--- src/rtl/uart_arb_pkg.sv ---
// Shared types and helpers for the uart_tx requester arbiter.
package uart_arb_pkg;

    typedef enum logic [1:0] {
        ARB,
        LAUNCH,
        WAIT_DONE,
        HOLD
    } arb_state_t;

    localparam int DATA_W_DEFAULT = 8;

    function automatic int clog2_min1(input int n);
        return (n <= 2) ? 1 : $clog2(n);
    endfunction

endpackage

--- src/rtl/uart_rr_pick.sv ---
// Combinational round-robin picker: first set request at or above ptr,
// wrapping past N_REQ-1 back to 0.
module uart_rr_pick
    import uart_arb_pkg::*;
#(
    parameter  int N_REQ = 4,
    localparam int GW    = clog2_min1(N_REQ)
) (
    input  logic [N_REQ-1:0] req_i,
    input  logic [GW-1:0]    ptr_i,
    output logic [GW-1:0]    grant_o,
    output logic             any_req_o
);

    logic [GW:0] sum;

    // Scan offsets high to low so the smallest offset from ptr wins.
    always_comb begin
        grant_o   = ptr_i;
        any_req_o = 1'b0;
        sum       = '0;
        for (int k = N_REQ - 1; k >= 0; k--) begin
            sum = {1'b0, ptr_i} + (GW + 1)'(k);
            if (sum >= (GW + 1)'(N_REQ)) begin
                sum = sum - (GW + 1)'(N_REQ);
            end
            if (req_i[sum[GW-1:0]]) begin
                grant_o   = sum[GW-1:0];
                any_req_o = 1'b1;
            end
        end
    end

endmodule

--- src/rtl/uart_tx_arbiter.sv ---
// Round-robin arbiter sharing one uart_tx among N_REQ byte requesters,
// with optional per-message locking and a stalled-lock timeout.
module uart_tx_arbiter
    import uart_arb_pkg::*;
#(
    parameter  int N_REQ        = 4,
    parameter  int DATA_W       = DATA_W_DEFAULT,
    parameter  int LOCK_TIMEOUT = 1_000_000,
    localparam int GW           = clog2_min1(N_REQ),
    localparam int CW           = $clog2(LOCK_TIMEOUT + 1)
) (
    input  logic                    clk,
    input  logic                    rst,
    input  logic [N_REQ-1:0]        req_valid,
    input  logic [N_REQ*DATA_W-1:0] req_data,
    input  logic [N_REQ-1:0]        req_last,
    output logic [N_REQ-1:0]        req_ready,
    output logic                    tx_start,
    output logic [DATA_W-1:0]       tx_data,
    input  logic                    tx_busy,
    output logic [GW-1:0]           grant_id,
    output logic                    locked,
    output logic                    lock_timeout
);

    arb_state_t        state_q, state_d;
    logic [GW-1:0]     rr_ptr_q, rr_ptr_d;
    logic [GW-1:0]     grant_q, grant_d;
    logic [DATA_W-1:0] data_q, data_d;
    logic              pend_q, pend_d;
    logic              locked_q, locked_d;
    logic [CW-1:0]     cnt_q, cnt_d;

    logic [GW-1:0]     pick_idx;
    logic              pick_any;
    logic [GW-1:0]     sel;
    logic              accept;
    logic              expire;
    logic [GW-1:0]     ptr_next;

    uart_rr_pick #(
        .N_REQ (N_REQ)
    ) u_pick (
        .req_i     (req_valid),
        .ptr_i     (rr_ptr_q),
        .grant_o   (pick_idx),
        .any_req_o (pick_any)
    );

    assign ptr_next = (grant_q == GW'(N_REQ - 1)) ? '0 : grant_q + 1'b1;

    always_ff @(posedge clk or posedge rst) begin
        if (rst) begin
            state_q  <= ARB;
            rr_ptr_q <= '0;
            grant_q  <= '0;
            data_q   <= '0;
            pend_q   <= 1'b0;
            locked_q <= 1'b0;
            cnt_q    <= '0;
        end else begin
            state_q  <= state_d;
            rr_ptr_q <= rr_ptr_d;
            grant_q  <= grant_d;
            data_q   <= data_d;
            pend_q   <= pend_d;
            locked_q <= locked_d;
            cnt_q    <= cnt_d;
        end
    end

    always_comb begin
        state_d  = state_q;
        rr_ptr_d = rr_ptr_q;
        grant_d  = grant_q;
        data_d   = data_q;
        pend_d   = pend_q;
        locked_d = locked_q;
        cnt_d    = cnt_q;
        unique case (state_q)
            ARB: ;
            LAUNCH: begin
                if (tx_busy) begin
                    state_d = WAIT_DONE;
                end
            end
            WAIT_DONE: begin
                if (!tx_busy) begin
                    if (pend_q) begin
                        locked_d = 1'b1;
                        cnt_d    = '0;
                        state_d  = HOLD;
                    end else begin
                        locked_d = 1'b0;
                        rr_ptr_d = ptr_next;
                        state_d  = ARB;
                    end
                end
            end
            HOLD: begin
                if (expire) begin
                    locked_d = 1'b0;
                    rr_ptr_d = ptr_next;
                    state_d  = ARB;
                end else if (!accept) begin
                    cnt_d = cnt_q + 1'b1;
                end
            end
            default: state_d = ARB;
        endcase
        // Acceptance only arises in ARB or HOLD and always launches a byte.
        if (accept) begin
            state_d = LAUNCH;
            grant_d = sel;
            data_d  = req_data[int'(sel)*DATA_W +: DATA_W];
            pend_d  = ~req_last[sel];
        end
    end

    always_comb begin
        sel          = grant_q;
        accept       = 1'b0;
        expire       = 1'b0;
        tx_start     = 1'b0;
        lock_timeout = 1'b0;
        unique case (state_q)
            ARB: begin
                sel    = pick_idx;
                accept = pick_any & ~tx_busy;
            end
            LAUNCH: tx_start = 1'b1;
            WAIT_DONE: ;
            HOLD: begin
                expire       = (cnt_q == CW'(LOCK_TIMEOUT - 1));
                accept       = ~expire & req_valid[grant_q];
                lock_timeout = expire;
            end
            default: ;
        endcase
        req_ready = (accept & ~rst) ? (N_REQ'(1) << sel) : '0;
    end

    assign tx_data  = data_q;
    assign grant_id = grant_q;
    assign locked   = locked_q;

endmodule

--- config.mk ---
export PLATFORM = sky130hd
export DESIGN_NAME = uart_tx_arbiter
export DESIGN_NICKNAME = d
export VERILOG_FILES = /design/src/rtl/uart_arb_pkg.sv /design/src/rtl/uart_rr_pick.sv /design/src/rtl/uart_tx_arbiter.sv
export SDC_FILE = /design/constraint.sdc
export NUM_CORES = 1
export LEC_CHECK = 0
export CAP_MARGIN = 15
export CORE_AREA = 5 5 75 77
export DETAILED_ROUTE_END_ITERATION = 6
export DIE_AREA = 0 0 80 82
export GPL_TIMING_DRIVEN = 0
export PLACE_DENSITY_LB_ADDON = 0.3
export SYNTH_ARGS = -nofsm -noshare
export SYNTH_HDL_FRONTEND = slang
export SYNTH_HIERARCHICAL = 1
export SYNTH_SLANG_ARGS = --single-unit
--- constraint.sdc ---
create_clock -name clk -period 6.3 [get_ports clk]
set_clock_uncertainty 0.05 [all_clocks]
set_input_delay 1.89 -clock clk [delete_from_list [all_inputs] [get_ports clk]]
set_output_delay 1.89 -clock clk [all_outputs]
set_load 0.02 [all_outputs]
==> reports/qor.txt <==
initial core utilization: 52.7%
Slowest-stage cell, CP: clkdlybuf4s50_1
H-tree levels: 2
I/O pin cnt: 60
hold slack final: 0.450 ns
CP endpoint: req_ready[2]
initial antenna violation count: 0
post-synthesis mux area share: 8.78%
largest family of logic cells by synthesized area: simple AND/OR/NAND/NOR gates
top_reg_cell synth: dfrtp_1
DRT antenna net count: 0
gr ovfl total: 0
Final Cycle Share: 96.4%
status: finished, final reports clean
clock slew at reported path FFs: 0.07 ns
largest area contributor in the netlist: dfrtp_1
placed insts: 415
XOR/XNOR share of the synthesized area: 0%
drt first-iter violations: 203
clock root cell: clkbuf_8
fmax: 0.165 GHz
total DRC errors in the routed layout: 0
RSZ-0062 raised after global routing: false
share of the synthesized area in the top cell type: 34.5%
Worst Path Max Fanout: 12
Final setup viols: 0
cell count after synthesis: 287
Rows: 26
sequential power share: 26.2%
P_sw: 625 uW
worst rel slew slack: 46.7%
top cells by area, synth: dfrtp_1 35%, nand2_1 5.2%, mux2_4 4.6%
Setup Crit Path Kind: in2out
Net Sw Frac: 43.8%
DRT Pass-1 Iters: 4
Seq cells post-synth: 36
global-route wire length before repair: 11.2 mm
layout cell share with drive strength beyond 1: 13.1%
die height: 82 um
clock power share: 14.5%
Yosys cell types: 55
Design Power: 1.42 mW
worst path buffer plus inverter count: 3
DP HPWL: 5.03 mm
largest net degree at the start of global routing: 39
min cycle time layout: 6.07 ns
post-synthesis compound-gate area fraction: 22.6%
Int Power: 800 uW
detailed-route wire length per cell: 16.1 um
CP max stage delay: 0.57 ns
Tightest Pin Transition: 0.798 ns
worst-path cell chain: clkdlybuf4s50_1, and3b_1, or4_1, nand2_1, mux2_2, clkbuf_4, nand3_1, nor2_1, clkbuf_2
Avg Synthesized Cell Area: 9.09 sq um
Die X: 80 um
CTS max path bufs: 2
maximum vdd ir drop: 0.306 mV
worst setup path start: req_valid[3]
pwr dens: 420 nW/um^2
Max-Cap Viols: 0
routed wire length: 6.80 mm
Synth-to-Final Area Change: 30.0%
Crit path required time: 4.36 ns
Crit path max-delay family: buffers and inverters
Final Max Tran Viols: 0
CTS tree: done
final hold violation count: 0
stages on the worst setup path: 9
total setup buffers inserted after CTS: 0
reg2reg end: tx_data[6]
Final Net Count: 400
port bufs: 58
Worst Hold Launch: cnt_q[18]
core area: 4940 sq um
number of diodes: 0
Synth Area in Adders: 2.88%
Final Core Density: 68.5%
die area: 6560 sq um
Synth Warn #: 6
vias after detailed routing: 2541
setup TNS: 0 ns
Finished Layout Cells: 422
CTS Buf Count: 5
Final Wtd Congestion: 0.914
post-synthesis async set-or-reset flop share: 100%
setup slack, reg-to-reg: 3.92 ns
vias in the first global route: 2573
syn_nets: 336
sequential area share after synthesis: 34.5%
list of most frequent post-synthesis cells: 36 x dfrtp_1, 36 x nand2_1, 15 x nand3_1, 13 x o21ai_0, 12 x clkbuf_1
Clock Latency Late Sink: 0.29 ns
leak pwr: 1.41 nW
Post-Synth Simple-Gate Area: 26.3%
Logic pwr share: 59.3%
Syn Std Cell Area: 2610 sq um
Vias/cell: 6.02
reg-to-reg startpoint: rr_ptr_q[0]
Worst setup EP type: output pin
Worst Hold Class: reg2reg
TritonCTS sink count: 36
critical path launch point type: input pin
crit path DAT: 4.13 ns
GRT Total Usage: 21.8%
R2R cell count: 8
Post-synth EDFFs: 0
## logic make-up after synthesis
logic type	count (synthesis)
buffers and inverters	29
AOI/OAI and AO/OA	80
muxes	17
and+or+nand+nor	119
adders and majority gates	6
DFF	36
## what timing repair did
| action | in CTS | in global routing |
|---|---|---|
| hold buffers | 0 | 0 |
| setup endpoints to repair | 4 | 2 |
| resized for setup | 7 | 5 |
## area by class of cell
type	instances	area, sq um
sequential	36	901
buffer	16	86.3
inverter	12	45.0
clock buffer	5	68.8
fill	411	1560
clock inverter	3	42.5
tap	70	87.6
multi-input combinational	222	1580
timing repair buffer	58	576
## placed cells by master (no fill, tap or decap), types with 3 or more instances in the layout
cell / n
a211o_1: 3
a211oi_1: 8
a21oi_1: 8
a31oi_1: 10
and2_0: 7
and3_1: 6
and3b_1: 4
clkbuf_1: 9
clkbuf_8: 5
clkdlybuf4s50_1: 54
dfrtp_1: 36
ha_1: 6
inv_1: 10
mux2_2: 5
mux2_4: 8
nand2_1: 36
nand3_1: 15
nand4_1: 10
nor2_1: 10
nor3_1: 5
nor3b_1: 3
nor4_1: 4
o211ai_1: 5
o21ai_0: 13
o311ai_0: 8
o31ai_1: 9
o41ai_1: 3
## state kept, by name, indices dropped and copies added, names as in the netlist
register  count
grant_id      2
rr_ptr_q      2
state_q       2
locked        1
tx_data       8
cnt_q        20
pend_q        1
## power groups by stage
stage | Clock, mW | Sequential, mW | Combinational (mW)
2_1_floorplan | 0 | 0.402 | 0.546
3_3_place_gp | 0 | 0.372 | 0.815
3_5_place_dp | 0 | 0.373 | 0.838
4_1_cts | 0.208 | 0.372 | 0.845
5_1_grt | 0.221 | 0.384 | 0.926
6_report | 0.206 | 0.374 | 0.845
## layer usage
layer / track usage [%] / wire length (um) / vias up
met5: 0 / 0 / -
met3: 7.02 / 517 / 17
met2: 38.2 / 3280 / 93
met1: 24.3 / 2850 / 1215
met4: 9.12 / 146 / 0
li1: - / - / 1216
## metrics by stage
| stage | cell area, sq um | setup WS (ns) |
|---|---|---|
| 6_report | 3390 | 0.229 |
| 5_1_grt | 3390 | 0.0645 |
| 4_1_cts | 3390 | 0.0120 |
| 3_5_place_dp | 3280 | -0.623 |
| 3_3_place_gp | 3280 | -0.655 |
| 2_1_floorplan | 2610 | 0.640 |
## worst min-delay path by stage
stage,endpoint,slack (ns),cells after the start
2_1_floorplan,cnt_q[18],0.39,1
4_1_cts,tx_data[7],0.46,1
3_3_place_gp,cnt_q[18],0.41,1
6_report,cnt_q[18],0.45,1
5_1_grt,tx_data[4],0.48,1
3_5_place_dp,tx_data[7],0.45,1
Note: power is estimated with default switching activity, not from simulation.
